File: src/rtl/cpu_pkg.sv
`default_nettype none
// ============================================================================
// Module   : cpu_pkg
// Purpose  : Shared types and constants for the in-order CPU pipeline.
//            Holds the writeback-stage state encoding and the load funct3
//            codes used by the load aligner.
// Ports    : none (package)
// Revision : 1.0 - initial release
// ============================================================================
package cpu_pkg;

    // Writeback stage FSM states
    typedef enum logic [1:0] {
        EMPTY     = 2'd0,   // no instruction held
        HOLD_ALU  = 2'd1,   // non-load instruction, retires this cycle
        WAIT_LOAD = 2'd2    // load held, waiting for data memory
    } wb_state_e;

    // Load funct3 encodings
    localparam logic [2:0] F3_LB  = 3'b000;
    localparam logic [2:0] F3_LH  = 3'b001;
    localparam logic [2:0] F3_LW  = 3'b010;
    localparam logic [2:0] F3_LBU = 3'b100;
    localparam logic [2:0] F3_LHU = 3'b101;

endpackage : cpu_pkg
`default_nettype wire

File: src/rtl/load_aligner.sv
`default_nettype none
// ============================================================================
// Module   : load_aligner
// Purpose  : Combinational load data alignment and sign/zero extension.
// Ports    : funct3  [2:0]  load type (LB/LH/LW/LBU/LHU, others as LW)
//            addr_lo [1:0]  byte offset of the load address
//            rdata   [31:0] raw word from data memory
//            data    [31:0] aligned, extended result
// Revision : 1.0 - initial release
// ============================================================================
module load_aligner
    import cpu_pkg::*;
(
    input  logic [2:0]  funct3,
    input  logic [1:0]  addr_lo,
    input  logic [31:0] rdata,
    output logic [31:0] data
);

    logic [7:0]  w_byte;
    logic [15:0] w_half;

    always_comb begin
        w_byte = rdata[7:0];
        case (addr_lo)
            2'd0:    w_byte = rdata[7:0];
            2'd1:    w_byte = rdata[15:8];
            2'd2:    w_byte = rdata[23:16];
            default: w_byte = rdata[31:24];
        endcase
    end

    // Halfword selection uses only addr_lo[1]; misaligned bit 0 is ignored
    assign w_half = addr_lo[1] ? rdata[31:16] : rdata[15:0];

    always_comb begin
        data = rdata;
        case (funct3)
            F3_LB:   data = {{24{w_byte[7]}}, w_byte};
            F3_LBU:  data = {24'd0, w_byte};
            F3_LH:   data = {{16{w_half[15]}}, w_half};
            F3_LHU:  data = {16'd0, w_half};
            // LW and the unused codes all return the full word
            default: data = rdata;
        endcase
    end

endmodule : load_aligner
`default_nettype wire

File: src/rtl/wb_stage.sv
`default_nettype none
// ============================================================================
// Module   : wb_stage
// Purpose  : Writeback stage. Holds the MEM/WB pipeline register, aligns
//            load data, stalls while a load is outstanding, drives the
//            register-file write port, a forwarding tap and instret.
// Ports    : clk, rst (async, active-low)
//            m_valid/m_ready handshake with MEM, m_* instruction fields
//            dm_rvalid/dm_rdata  load data return
//            wb_en/W_rd_index/wb_data  register-file write port
//            fwd_valid/fwd_rd/fwd_data  bypass copy of the write port
//            wb_stall = !m_ready, instret = retired instruction count
// Revision : 1.0 - initial release
// ============================================================================
module wb_stage
    import cpu_pkg::*;
#(
    parameter int XLEN = 32
) (
    input  logic            clk,
    input  logic            rst,
    input  logic            m_valid,
    output logic            m_ready,
    input  logic            m_reg_write,
    input  logic            m_is_load,
    input  logic [2:0]      m_funct3,
    input  logic [1:0]      m_addr_lo,
    input  logic [4:0]      m_rd_index,
    input  logic [XLEN-1:0] m_alu_result,
    input  logic            dm_rvalid,
    input  logic [XLEN-1:0] dm_rdata,
    output logic            wb_en,
    output logic [4:0]      W_rd_index,
    output logic [XLEN-1:0] wb_data,
    output logic            fwd_valid,
    output logic [4:0]      fwd_rd,
    output logic [XLEN-1:0] fwd_data,
    output logic            wb_stall,
    output logic [63:0]     instret
);

    wb_state_e       r_state;
    wb_state_e       w_next_state;
    logic            r_reg_write;
    logic [2:0]      r_funct3;
    logic [1:0]      r_addr_lo;
    logic [4:0]      r_rd;
    logic [XLEN-1:0] r_alu_result;
    logic [63:0]     r_instret;

    logic            w_retire;
    logic            w_xfer;
    logic [XLEN-1:0] w_load_data;

    // ------------------------------------------------------------------
    // FSM: state register
    // ------------------------------------------------------------------
    always_ff @(posedge clk or negedge rst) begin
        if (!rst) begin
            r_state <= EMPTY;
        end else begin
            r_state <= w_next_state;
        end
    end

    // ------------------------------------------------------------------
    // FSM: next-state logic
    // ------------------------------------------------------------------
    always_comb begin
        w_next_state = r_state;
        if (w_xfer) begin
            w_next_state = m_is_load ? WAIT_LOAD : HOLD_ALU;
        end else if (w_retire) begin
            w_next_state = EMPTY;
        end
    end

    // ------------------------------------------------------------------
    // FSM: outputs
    // ------------------------------------------------------------------
    always_comb begin
        m_ready  = 1'b1;
        w_retire = 1'b0;
        case (r_state)
            EMPTY: begin
                m_ready  = 1'b1;
                w_retire = 1'b0;
            end
            HOLD_ALU: begin
                m_ready  = 1'b1;
                w_retire = 1'b1;
            end
            WAIT_LOAD: begin
                // A retiring load frees the stage in the same cycle
                m_ready  = dm_rvalid;
                w_retire = dm_rvalid;
            end
            default: begin
                m_ready  = 1'b1;
                w_retire = 1'b0;
            end
        endcase
    end

    assign w_xfer   = m_valid && m_ready;
    assign wb_stall = !m_ready;

    // ------------------------------------------------------------------
    // MEM/WB pipeline register
    // ------------------------------------------------------------------
    always_ff @(posedge clk or negedge rst) begin
        if (!rst) begin
            r_reg_write  <= 1'b0;
            r_funct3     <= 3'd0;
            r_addr_lo    <= 2'd0;
            r_rd         <= 5'd0;
            r_alu_result <= '0;
        end else if (w_xfer) begin
            r_reg_write  <= m_reg_write;
            r_funct3     <= m_funct3;
            r_addr_lo    <= m_addr_lo;
            r_rd         <= m_rd_index;
            r_alu_result <= m_alu_result;
        end
    end

    // ------------------------------------------------------------------
    // Retired instruction counter (wraps naturally at 2^64)
    // ------------------------------------------------------------------
    always_ff @(posedge clk or negedge rst) begin
        if (!rst) begin
            r_instret <= 64'd0;
        end else if (w_retire) begin
            r_instret <= r_instret + 64'd1;
        end
    end

    assign instret = r_instret;

    load_aligner u_load_aligner (
        .funct3  (r_funct3),
        .addr_lo (r_addr_lo),
        .rdata   (dm_rdata),
        .data    (w_load_data)
    );

    // ------------------------------------------------------------------
    // Register-file write port; index and data read as zero unless an
    // instruction retires so a stalled load never shows stale values.
    // ------------------------------------------------------------------
    assign wb_en      = w_retire && r_reg_write && (r_rd != 5'd0);
    assign W_rd_index = w_retire ? r_rd : 5'd0;
    assign wb_data    = !w_retire              ? '0 :
                        (r_state == WAIT_LOAD) ? w_load_data : r_alu_result;

    assign fwd_valid  = wb_en;
    assign fwd_rd     = W_rd_index;
    assign fwd_data   = wb_data;

endmodule : wb_stage
`default_nettype wire

File: config.mk
export PLATFORM = sky130hd
export DESIGN_NAME = wb_stage
export DESIGN_NICKNAME = d
export VERILOG_FILES = /design/src/rtl/cpu_pkg.sv /design/src/rtl/load_aligner.sv /design/src/rtl/wb_stage.sv
export SDC_FILE = /design/constraint.sdc
export NUM_CORES = 1
export LEC_CHECK = 0
export CORE_ASPECT_RATIO = 2
export CORE_MARGIN = 4
export CORE_UTILIZATION = 35
export CTS_CLUSTER_DIAMETER = 40
export CTS_CLUSTER_SIZE = 40
export DETAILED_ROUTE_END_ITERATION = 12
export PLACE_DENSITY = 0.69
export SETUP_SLACK_MARGIN = 0.05
export SYNTH_ARGS = -nofsm -noshare
export SYNTH_HDL_FRONTEND = slang
export SYNTH_SLANG_ARGS = --single-unit
File: constraint.sdc
create_clock -name clk -period 3 [get_ports clk]
set_clock_uncertainty 0.05 [all_clocks]
set_input_delay 0.3 -clock clk [delete_from_list [all_inputs] [get_ports clk]]
set_output_delay 0.3 -clock clk [all_outputs]
set_load 0.05 [all_outputs]
==> out/qor.yml <==
yosys:
  synth-edff-count: 0
  synth_seq_cells: 109
  synth.distinct_cells: 48
  ys_seq_area_share_pct: 45.5
  syn_inst: 558
  yosysTopAreaCell: "dfrtp_1"
  synth_area_leaders: "dfrtp_1 (46%), mux2_2 (9.6%), buf_4 (4.9%)"
  syn_area_per_cell_sq_um: 10.7
  synth_fp_nets: 641
  ys.flop_type: "dfrtp_1"
  yosysTopAreaCellShare_pct: 45.5
  yosys_warnings: 0
  async_flop_share_pct: 100
  syn_area_sq_um: 5990
layout:
  diodes: 0
  drive_gt1_share_pct: 25.9
  area_growth_pct: 53.4
  final_area_sq_um: 9190
  layout.nets: 830
  finalNonFillerCells: 959
status:
  status: "finished, final reports clean"
job:
  cap_violations: 0
detailed_routing:
  routed_via_density: 5.31
  drtIter0Drc: 188
  vias: 5096
  drtPass1Iterations: 5
  routedWlPerCell_microns: 20.3
  drt_wl_total_mm: 19.4
  antenna_left: 0
  drc: 0
worst_setup_path:
  required_ps: 2650
  cp_cell_sequence: "mux4_2 -> a21oi_4 -> a21oi_1 -> mux2i_1 -> nor2_1 -> buf_12"
  cp_num_cells: 6
  crit_family: "multiplexers"
  critical-path-slowest-cell: "dfrtp_1"
  cp_num_buf_inv: 1
  critPathArrivalTime_ps: 2470
  end_kind: "output pin"
  criticalPathCategory: "reg -> out"
  cp_max_fo: 8
  worstSetupStartpointType: "register"
  max_stage_delay_ps: 470
  rr_worst_depth: 7
clocking:
  cts_tree: "done"
  ctsHoldBuffers: 0
  cts_made_buffers: 9
  cts_buffer_depth: 2
  clock_sinks: 109
  clkTransAtPathRegs_ps: 70
  insertion_delay_ps: 340
  cts.htree.levels: 3
  root_buffer: "clkbuf_16"
floorplan:
  die_h_microns: 193
  start_util_pct: 35.7
  die_w_microns: 100
  die_area_sq_um: 19400
  coreArea_sq_um: 16800
  io_pins: 222
  rows: 67
sta:
  setup-violations-final: 0
  worst_pin_slew_ps: 910
  min_period_ps: 2820
  relSlewSlack_pct: 39.3
  setup_ws_ps: 184
  hold_viol: 0
  holdWs_ps: 33.3
  final.period_utilization_pct: 93.9
  maxSlewViolCount: 0
  rsz0062_at_grt: "false"
  clock.fmax_ghz: 0.355
global_routing:
  grt_pass1_vias: 5360
  grt_util_all_layers_pct: 20.1
  grt_max_degree: 70
  antenna_found_initial: 0
  grt_pass1_wl_mm: 30.1
  gr-total-overflow: 0
power_and_ir_drop:
  p_leak_nw: 3.95
  p_per_area_nw_per_um2: 552
  ir_drop_mv: 0.289
  p_total_w: 0.00507
placement:
  place_hpwl_mm: 15.7
  place_congestion: 0.918
  dp.cells: 941
  placed_cell_area_sq_um: 8840
  place_ws_ps: 4.10
  io_buffers: 221
worst_hold_path:
  hold_class: "in -> async"
==> final cells by class <==
cell class              instances  area (sq um)
fillers                      1498          7580
flip-flops and latches        109          2730
clock buffers                  12           246
clock inverters                 4          47.5
inverters                      20          75.1
well taps                     207           259
multi-input cells             368          2810
repair buffers                239          3020
==> kinds of logic after synthesis <==
| family | Yosys count | synth area share [%] |
|---|---|---|
| mux | 54 | 10.5 |
| simple gates | 194 | 18.8 |
| compound gates | 54 | 7.27 |
| flops | 109 | 45.5 |
| fa+ha+maj | 3 | 0.627 |
| buf+inv | 81 | 7.98 |
| xor+xnor | 63 | 9.21 |
==> metrics by stage <==
stage | utilization [%] | setup TNS [ps]
after floorplan | - | -817
after CTS | 54.6 | 0
after global placement | 52.7 | 0
final | 54.8 | 0
after detailed placement | 52.7 | 0
after global routing | 54.8 | 0
==> worst paths after layout <==
path	startpoint	endpoint	slack (ps)
max	r_addr_lo[1]	wb_data[15]	180
min reg2reg	instret[63]	instret[63]	440
min	rst	r_alu_result[31]	30
min in group clk	instret[63]	instret[63]	440
max reg2reg	r_state[0]	instret[54]	530
max in group asynchronous	rst	instret[48]	2110
==> flip-flops by register name (all words and copies together), names as in the netlist <==
name,flops
instret,64
r_addr_lo,2
r_alu_result,32
r_funct3,3
r_rd,5
r_reg_write,1
r_state,2
==> worst register-to-register path, stage by stage (launching register included) <==
cell and delay (ps):
dfrtp_1 400, inv_1 70, ha_2 300, nand3b_1 220, nor4_1 550, nand4_2 370, nor2_1 260, xor2_1 170
==> power by group <==
group	internal (W)	switching, W
Combinational	0.000966	0.00122
Sequential	0.00159	0.000114
Clock	0.000668	0.000509
Total	0.00323	0.00184
==> repair_timing <==
action / CTS / global route
endpoints found under the setup margin: 32 / 54
pin swaps: 1 / 1
gates resized for setup: 2 / 7
buffers inserted: 2 / 0
==> synth_stat cells (13+ instances only) <==
library cell / number
xnor2_1: 33
nand2_1: 43
nor2_1: 36
inv_1: 20
xor2_1: 30
mux2_2: 51
nand4_1: 20
a221o_1: 16
nand3_1: 20
nand2b_1: 18
a21oi_1: 13
dfrtp_1: 109
buf_4: 39
==> metal layers <==
metal | GRT usage (%) | part of all wire (%) | vias to the layer above
met5 | 0 | 0 | -
met4 | 9.65 | 4.4 | 0
met3 | 4.65 | 8.6 | 47
met2 | 36.4 | 52 | 265
met1 | 21.5 | 35 | 2489
li1 | - | - | 2295
==> placed cells by master, fill, tap and decap left out, types with 2 or more instances in the layout <==
master	instances
ha_1	2
nand2b_1	18
a211oi_1	3
nor2_1	36
a21oi_4	2
nand2_2	2
nand4_1	20
xor2_1	30
nor3_1	9
a21oi_2	3
clkbuf_1	2
clkdlybuf4s50_1	144
nand2_1	42
inv_1	20
buf_12	69
nor4_1	4
a31oi_1	5
a32o_1	6
mux2_2	51
xnor2_1	33
nor3_2	5
buf_4	25
clkinv_2	2
o21ai_0	2
nor4_4	2
dfrtp_1	109
nor2_2	2
nand3_1	20
or2_2	2
and2_1	7
a21oi_1	10
nand4_2	4
and4_1	3
o221ai_1	5
and3_1	6
clkbuf_16	9
nor4_2	4
a221o_1	15
Power figures use the tool's default switching activity.
